`src/rtl/memory_control.sv`:
```
// Arbiter between the icache and dcache for a single RAM port.
//
// state  | meaning
// -------+----------------------------------------------------------
// IDLE   | no grant; one arbitration cycle before any RAM drive
// DGRANT | dcache owns the RAM until BLOCK_WORDS beats or it drops
// IGRANT | icache owns the RAM for a single word
//
// After a dcache block, a competing icache request wins the next
// arbitration so that back-to-back dcache traffic cannot starve it.
module memory_control #(
    parameter int BLOCK_WORDS = 2,
    parameter int CNT_W       = 32
) (
    input  logic             CLK,
    input  logic             RST,
    input  logic             iREN,
    input  logic [31:0]      iaddr,
    output logic             iwait,
    output logic [31:0]      iload,
    input  logic             dREN,
    input  logic             dWEN,
    input  logic [31:0]      daddr,
    input  logic [31:0]      dstore,
    output logic             dwait,
    output logic [31:0]      dload,
    output logic             ramREN,
    output logic             ramWEN,
    output logic [31:0]      ramaddr,
    output logic [31:0]      ramstore,
    input  logic [31:0]      ramload,
    input  logic [1:0]       ramstate,
    output logic [CNT_W-1:0] access_cnt
);

    localparam logic [1:0] RAM_ACCESS = 2'd2;
    // Wide enough to hold BLOCK_WORDS itself, never narrower than 2 bits.
    localparam int BEAT_W = ($clog2(BLOCK_WORDS + 1) < 2) ? 2 : $clog2(BLOCK_WORDS + 1);
    localparam logic [BEAT_W-1:0] BEAT_LAST = BEAT_W'(BLOCK_WORDS);

    typedef enum logic [1:0] {
        IDLE   = 2'd0,
        DGRANT = 2'd1,
        IGRANT = 2'd2
    } state_t;

    state_t            state, state_nxt;
    logic [BEAT_W-1:0] beat_cnt, beat_nxt, beat_inc;
    logic              d_last, d_last_nxt;
    logic              ram_access;
    logic              d_req;

    assign ram_access = (ramstate == RAM_ACCESS);
    assign d_req      = dREN | dWEN;
    assign beat_inc   = beat_cnt + 1'b1;

    // State, beat counter and anti-starvation flag registers.
    always_ff @(posedge CLK) begin
        if (RST) begin
            state    <= IDLE;
            beat_cnt <= '0;
            d_last   <= 1'b0;
        end else begin
            state    <= state_nxt;
            beat_cnt <= beat_nxt;
            d_last   <= d_last_nxt;
        end
    end

    // Completed RAM accesses; wraps naturally at 2^CNT_W.
    always_ff @(posedge CLK) begin
        if (RST) begin
            access_cnt <= '0;
        end else if ((state == DGRANT || state == IGRANT) && ram_access) begin
            access_cnt <= access_cnt + 1'b1;
        end
    end

    // Arbitration, grant release and RAM/cache output muxing.
    always_comb begin
        state_nxt  = state;
        beat_nxt   = beat_cnt;
        d_last_nxt = d_last;
        ramREN     = 1'b0;
        ramWEN     = 1'b0;
        ramaddr    = '0;
        ramstore   = '0;
        iwait      = 1'b1;
        dwait      = 1'b1;
        iload      = '0;
        dload      = '0;
        case (state)
            IDLE: begin
                beat_nxt = '0;
                if (d_req && !(iREN && d_last)) begin
                    state_nxt  = DGRANT;
                    d_last_nxt = 1'b1;
                end else if (iREN) begin
                    state_nxt  = IGRANT;
                    d_last_nxt = 1'b0;
                end
            end
            DGRANT: begin
                ramaddr  = daddr;
                ramstore = dstore;
                ramWEN   = dWEN;
                ramREN   = dREN & ~dWEN;
                dload    = ramload;
                dwait    = ~ram_access;
                if (ram_access) begin
                    beat_nxt = beat_inc;
                end
                // Address changes alone never end the grant; only the beat
                // count or the request dropping does.
                if (!d_req || (ram_access && beat_inc == BEAT_LAST)) begin
                    state_nxt = IDLE;
                    beat_nxt  = '0;
                end
            end
            IGRANT: begin
                ramREN  = 1'b1;
                ramaddr = iaddr;
                iload   = ramload;
                iwait   = ~ram_access;
                if (!iREN || ram_access) begin
                    state_nxt = IDLE;
                end
            end
            default: begin
                state_nxt = IDLE;
                beat_nxt  = '0;
            end
        endcase
    end

endmodule

```
`config.mk`:
```
export PLATFORM = sky130hd
export DESIGN_NAME = memory_control
export DESIGN_NICKNAME = d
export VERILOG_FILES = /design/src/rtl/memory_control.sv
export SDC_FILE = /design/constraint.sdc
export NUM_CORES = 1
export LEC_CHECK = 0
export BUFFER_PORTS_ARGS = -buffer_cell sky130_fd_sc_hd__buf_2
export CELL_PAD_IN_SITES_DETAIL_PLACEMENT = 0
export CELL_PAD_IN_SITES_GLOBAL_PLACEMENT = 1
export CORE_AREA = 2 2 116 118
export DETAILED_ROUTE_END_ITERATION = 8
export DIE_AREA = 0 0 118 120
export PLACE_DENSITY_LB_ADDON = 0.25
export SETUP_SLACK_MARGIN = 0.3
export SYNTH_ARGS = -nofsm -noshare
export SYNTH_HDL_FRONTEND = slang
export SYNTH_SLANG_ARGS = --single-unit
```
`constraint.sdc`:
```
create_clock -name CLK -period 4 [get_ports CLK]
set_input_delay 0.8 -clock CLK [delete_from_list [all_inputs] [get_ports CLK]]
set_output_delay 0.8 -clock CLK [all_outputs]
set_load 0.01 [all_outputs]
```
==> run_results.csv <==
group,metric,value,unit
critical_path,end_kind,"output port",
finish,drive_gt1_share,48.5,%
sta,max_freq,0.342,GHz
finish,final_core_util,37.0,%
pwr,switching_share,34.1,%
critical_path,rrSetupSlack,1.31,ns
pwr,power_density,307,nW/um^2
placed_design,globalplace.congestion,0.901,
finish,seq_area,741,sq um
yosys,netlist_area,2970,sq um
critical_path,worstRegToRegCells,7,
sta,fin_setup_tns,0,ns
yosys,yosysTopAreaCell,"dfxtp_1",
critical_path,r2r_end,"access_cnt[31]",
yosys,synth_flop_cell,"dfxtp_1",
sta,finalSetupViolCount,0,
finish,multi_input_area,2090,sq um
yosys,yosysWarnings,0,
yosys,synth_top_family_by_area,"simple AND/OR/NAND/NOR gates",
global_route,overflow,0,
clock_tree,clockBufferDepth,2,
finish,nFillCells,1421,
yosys,ys_seq_area_share,25.0,%
run,max_cap_viol_count,0,
pwr,p_clk_share,31.0,%
critical_path,crit_required,3.20,ns
sta,relSlewSlack,44.1,%
floorplanning,floorplan.initialDensity,22.8,%
floorplanning,die_w,118,um
pwr,p_int,0.973,mW
sta,hold_viol_final,0,
clock_tree,cts_htree_levels,2,
yosys,synth_area_per_cell,7.56,sq um
pwr,p_seq_share,25.9,%
route,drtPass1Iterations,4,
yosys,yosys.area_share.simple,48.2,%
global_route,grtUsageTotal,19.1,%
placed_design,hpwl,12.0,mm
clock_tree,ctsHoldBuffers,0,
floorplanning,die-area,14200,sq um
critical_path,cp-start-kind,"register",
worst_hold_path,hold_path_end,"d_last",
floorplanning,die_h,120,um
yosys,synth_xor_area_share,8.86,%
yosys,async_flop_share,0,%
route,num_vias,3747,
floorplanning,ios,299,
sta,rsz0062_at_grt,"no",
global_route,grt_pass1_wl,20.8,mm
route,wirelength,14.4,mm
global_route,antenna_found_initial,6,
worst_hold_path,whs_path_depth,1,
yosys,yosysMostFrequentCell,"and2_1",
floorplanning,row_count,42,
finish,syn_to_final_growth,61.9,%
placed_design,port_buffers,298,
yosys,syn-num-nets,532,
global_route,grt_max_degree,72,
yosys,synthCells,392,
status,status,"finished, final reports clean",
critical_path,reg2reg_from,"state[1]",
clock_tree,root_buffer,"clkbuf_16",
sta,post-route-period-util,73.2,%
clock_tree,clk_latency,0.28,ns
floorplanning,core,13000,sq um
yosys,synth_commonest_cells,"99 x and2_1, 37 x dfxtp_1, 36 x nor2_1",
critical_path,crit_type,"register to output port",
route,wl_per_cell,16.9,um
global_route,first_global_vias,3513,
yosys,synth_mux_area_share,0.380,%
pwr,peakVddDrop,0.199,mV
yosys,synthAdderAreaFrac,2.11,%
clock_tree,numCtsBuffers,5,
route,drt_iter0_drc,207,
finish,fin_nets,811,
worst_hold_path,hold_path.class,"register to register",
clock_tree,cts_sinks,37,
route,drc,0,
sta,fin_worst_skew,0.00743,ns
clock_tree,cts_tree,"done",
worst_hold_path,hp-start,"d_last",
yosys,ys_seq_elements,37,
sta,worst_pin_slew,0.830,ns
yosys,yosysTopAreaCellShare,25.0,%
pwr,comb_power_share,43.1,%
sta,fin_crit,2.93,ns
clock_tree,cts_setup_buffers,0,
route,vias_per_cell,4.39,
yosys,synthTopCellsByArea,"dfxtp_1 25%, and2_1 21%, a22oi_1 8.1%, nor2b_1 7.4%, xnor2_1 5.0%",
yosys,synth-edff-count,0,
clock_tree,cts_resized,0,
route,postRouteAntennaNets,0,
critical_path,worstPathMaxFanout,71,
sta,slew_violations,0,
pwr,p_sw,0.503,mW
yosys,yosysUniqueCellTypes,38,
pwr,p_leak,2.47,nW
yosys,synth-compound-area-share,10.6,%
clock_tree,clkTransAtPathRegs,0.05,ns
critical_path,arrival,2.13,ns
-- placed cells by master, fill, tap and decap left out, types with 4 or more instances in the layout --
master / instances
a21oi_1: 7
a22oi_1: 32
and2_1: 99
and4_1: 5
buf_2: 298
clkbuf_16: 5
dfxtp_1: 37
diode_2: 5
inv_1: 6
nand2_1: 20
nand3_1: 12
nand4_1: 4
nor2_1: 36
nor2b_1: 35
nor4_2: 7
xnor2_1: 17
xor2_1: 13
-- registers in the layout (all words and copies together), names as in the netlist --
signal	cells
access_cnt	32
d_last	1
state	2
beat_cnt	2
-- logic make-up after synthesis --
logic type               Yosys count
AND/OR/NAND/NOR                  238
adder cells (fa/ha/maj)            5
XOR/XNOR                          30
multiplexers                       1
flip-flops                        37
buffers and inverters             36
AO/OA/AOI/OAI                     45
-- how the worst max path moves through the flow --
stage	from	to	cells after the start
2_1_floorplan	ramstate[0]	access_cnt[25]	6
3_3_place_gp	state[1]	access_cnt[24]	7
3_5_place_dp	state[1]	access_cnt[31]	7
4_1_cts	state[1]	ramaddr[8]	6
5_1_grt	state[1]	ramaddr[8]	6
6_report	state[1]	ramaddr[8]	6
-- layer usage --
layer,wire [um],GRT usage (%),part of all wire (%)
met5,42,0,0.29
met4,123,3.16,0.85
met3,1420,6.37,9.8
met2,5790,27.3,40
met1,7060,27.9,49
-- cell type report --
| cell class | instances | area share, % |
|---|---|---|
| multi-input combinational | 319 | 43.4 |
| timing repair buffer | 302 | 32.2 |
| sequential | 37 | 15.4 |
| tap | 176 | 4.59 |
| clock buffer | 7 | 2.97 |
| clock inverter | 1 | 0.625 |
| inverter | 6 | 0.469 |
| antenna | 5 | 0.261 |
-- stage by stage --
step | instances | total power [mW] | setup WS (ns) | area (sq um) | hold WS (ns)
floorplan | 392 | 0.740 | 1.69 | 2970 | 0.447
global placement | 840 | 1.03 | 1.27 | 4620 | 0.460
detailed placement | 840 | 1.03 | 1.25 | 4620 | 0.467
CTS | 848 | 1.49 | 1.02 | 4790 | 0.479
global route | 849 | 1.56 | 0.872 | 4790 | 0.519
finish | 853 | 1.48 | 1.07 | 4800 | 0.477
-- power by group through the flow --
stage | Sequential [mW] | Clock [mW] | Combinational [mW]
4_1_cts | 0.382 | 0.466 | 0.644
6_report | 0.382 | 0.457 | 0.636
5_1_grt | 0.383 | 0.481 | 0.692
3_5_place_dp | 0.390 | 0 | 0.640
2_1_floorplan | 0.389 | 0 | 0.351
3_3_place_gp | 0.389 | 0 | 0.637
-- critical path, cell delays in order, from the launching register on --
cell,delay (ns)
dfxtp_1,0.32
inv_1,0.08
ha_2,0.52
buf_12,0.31
a22oi_1,0.18
nor2b_1,0.25
buf_2,0.18
Note: power is estimated with default switching activity, not from simulation.
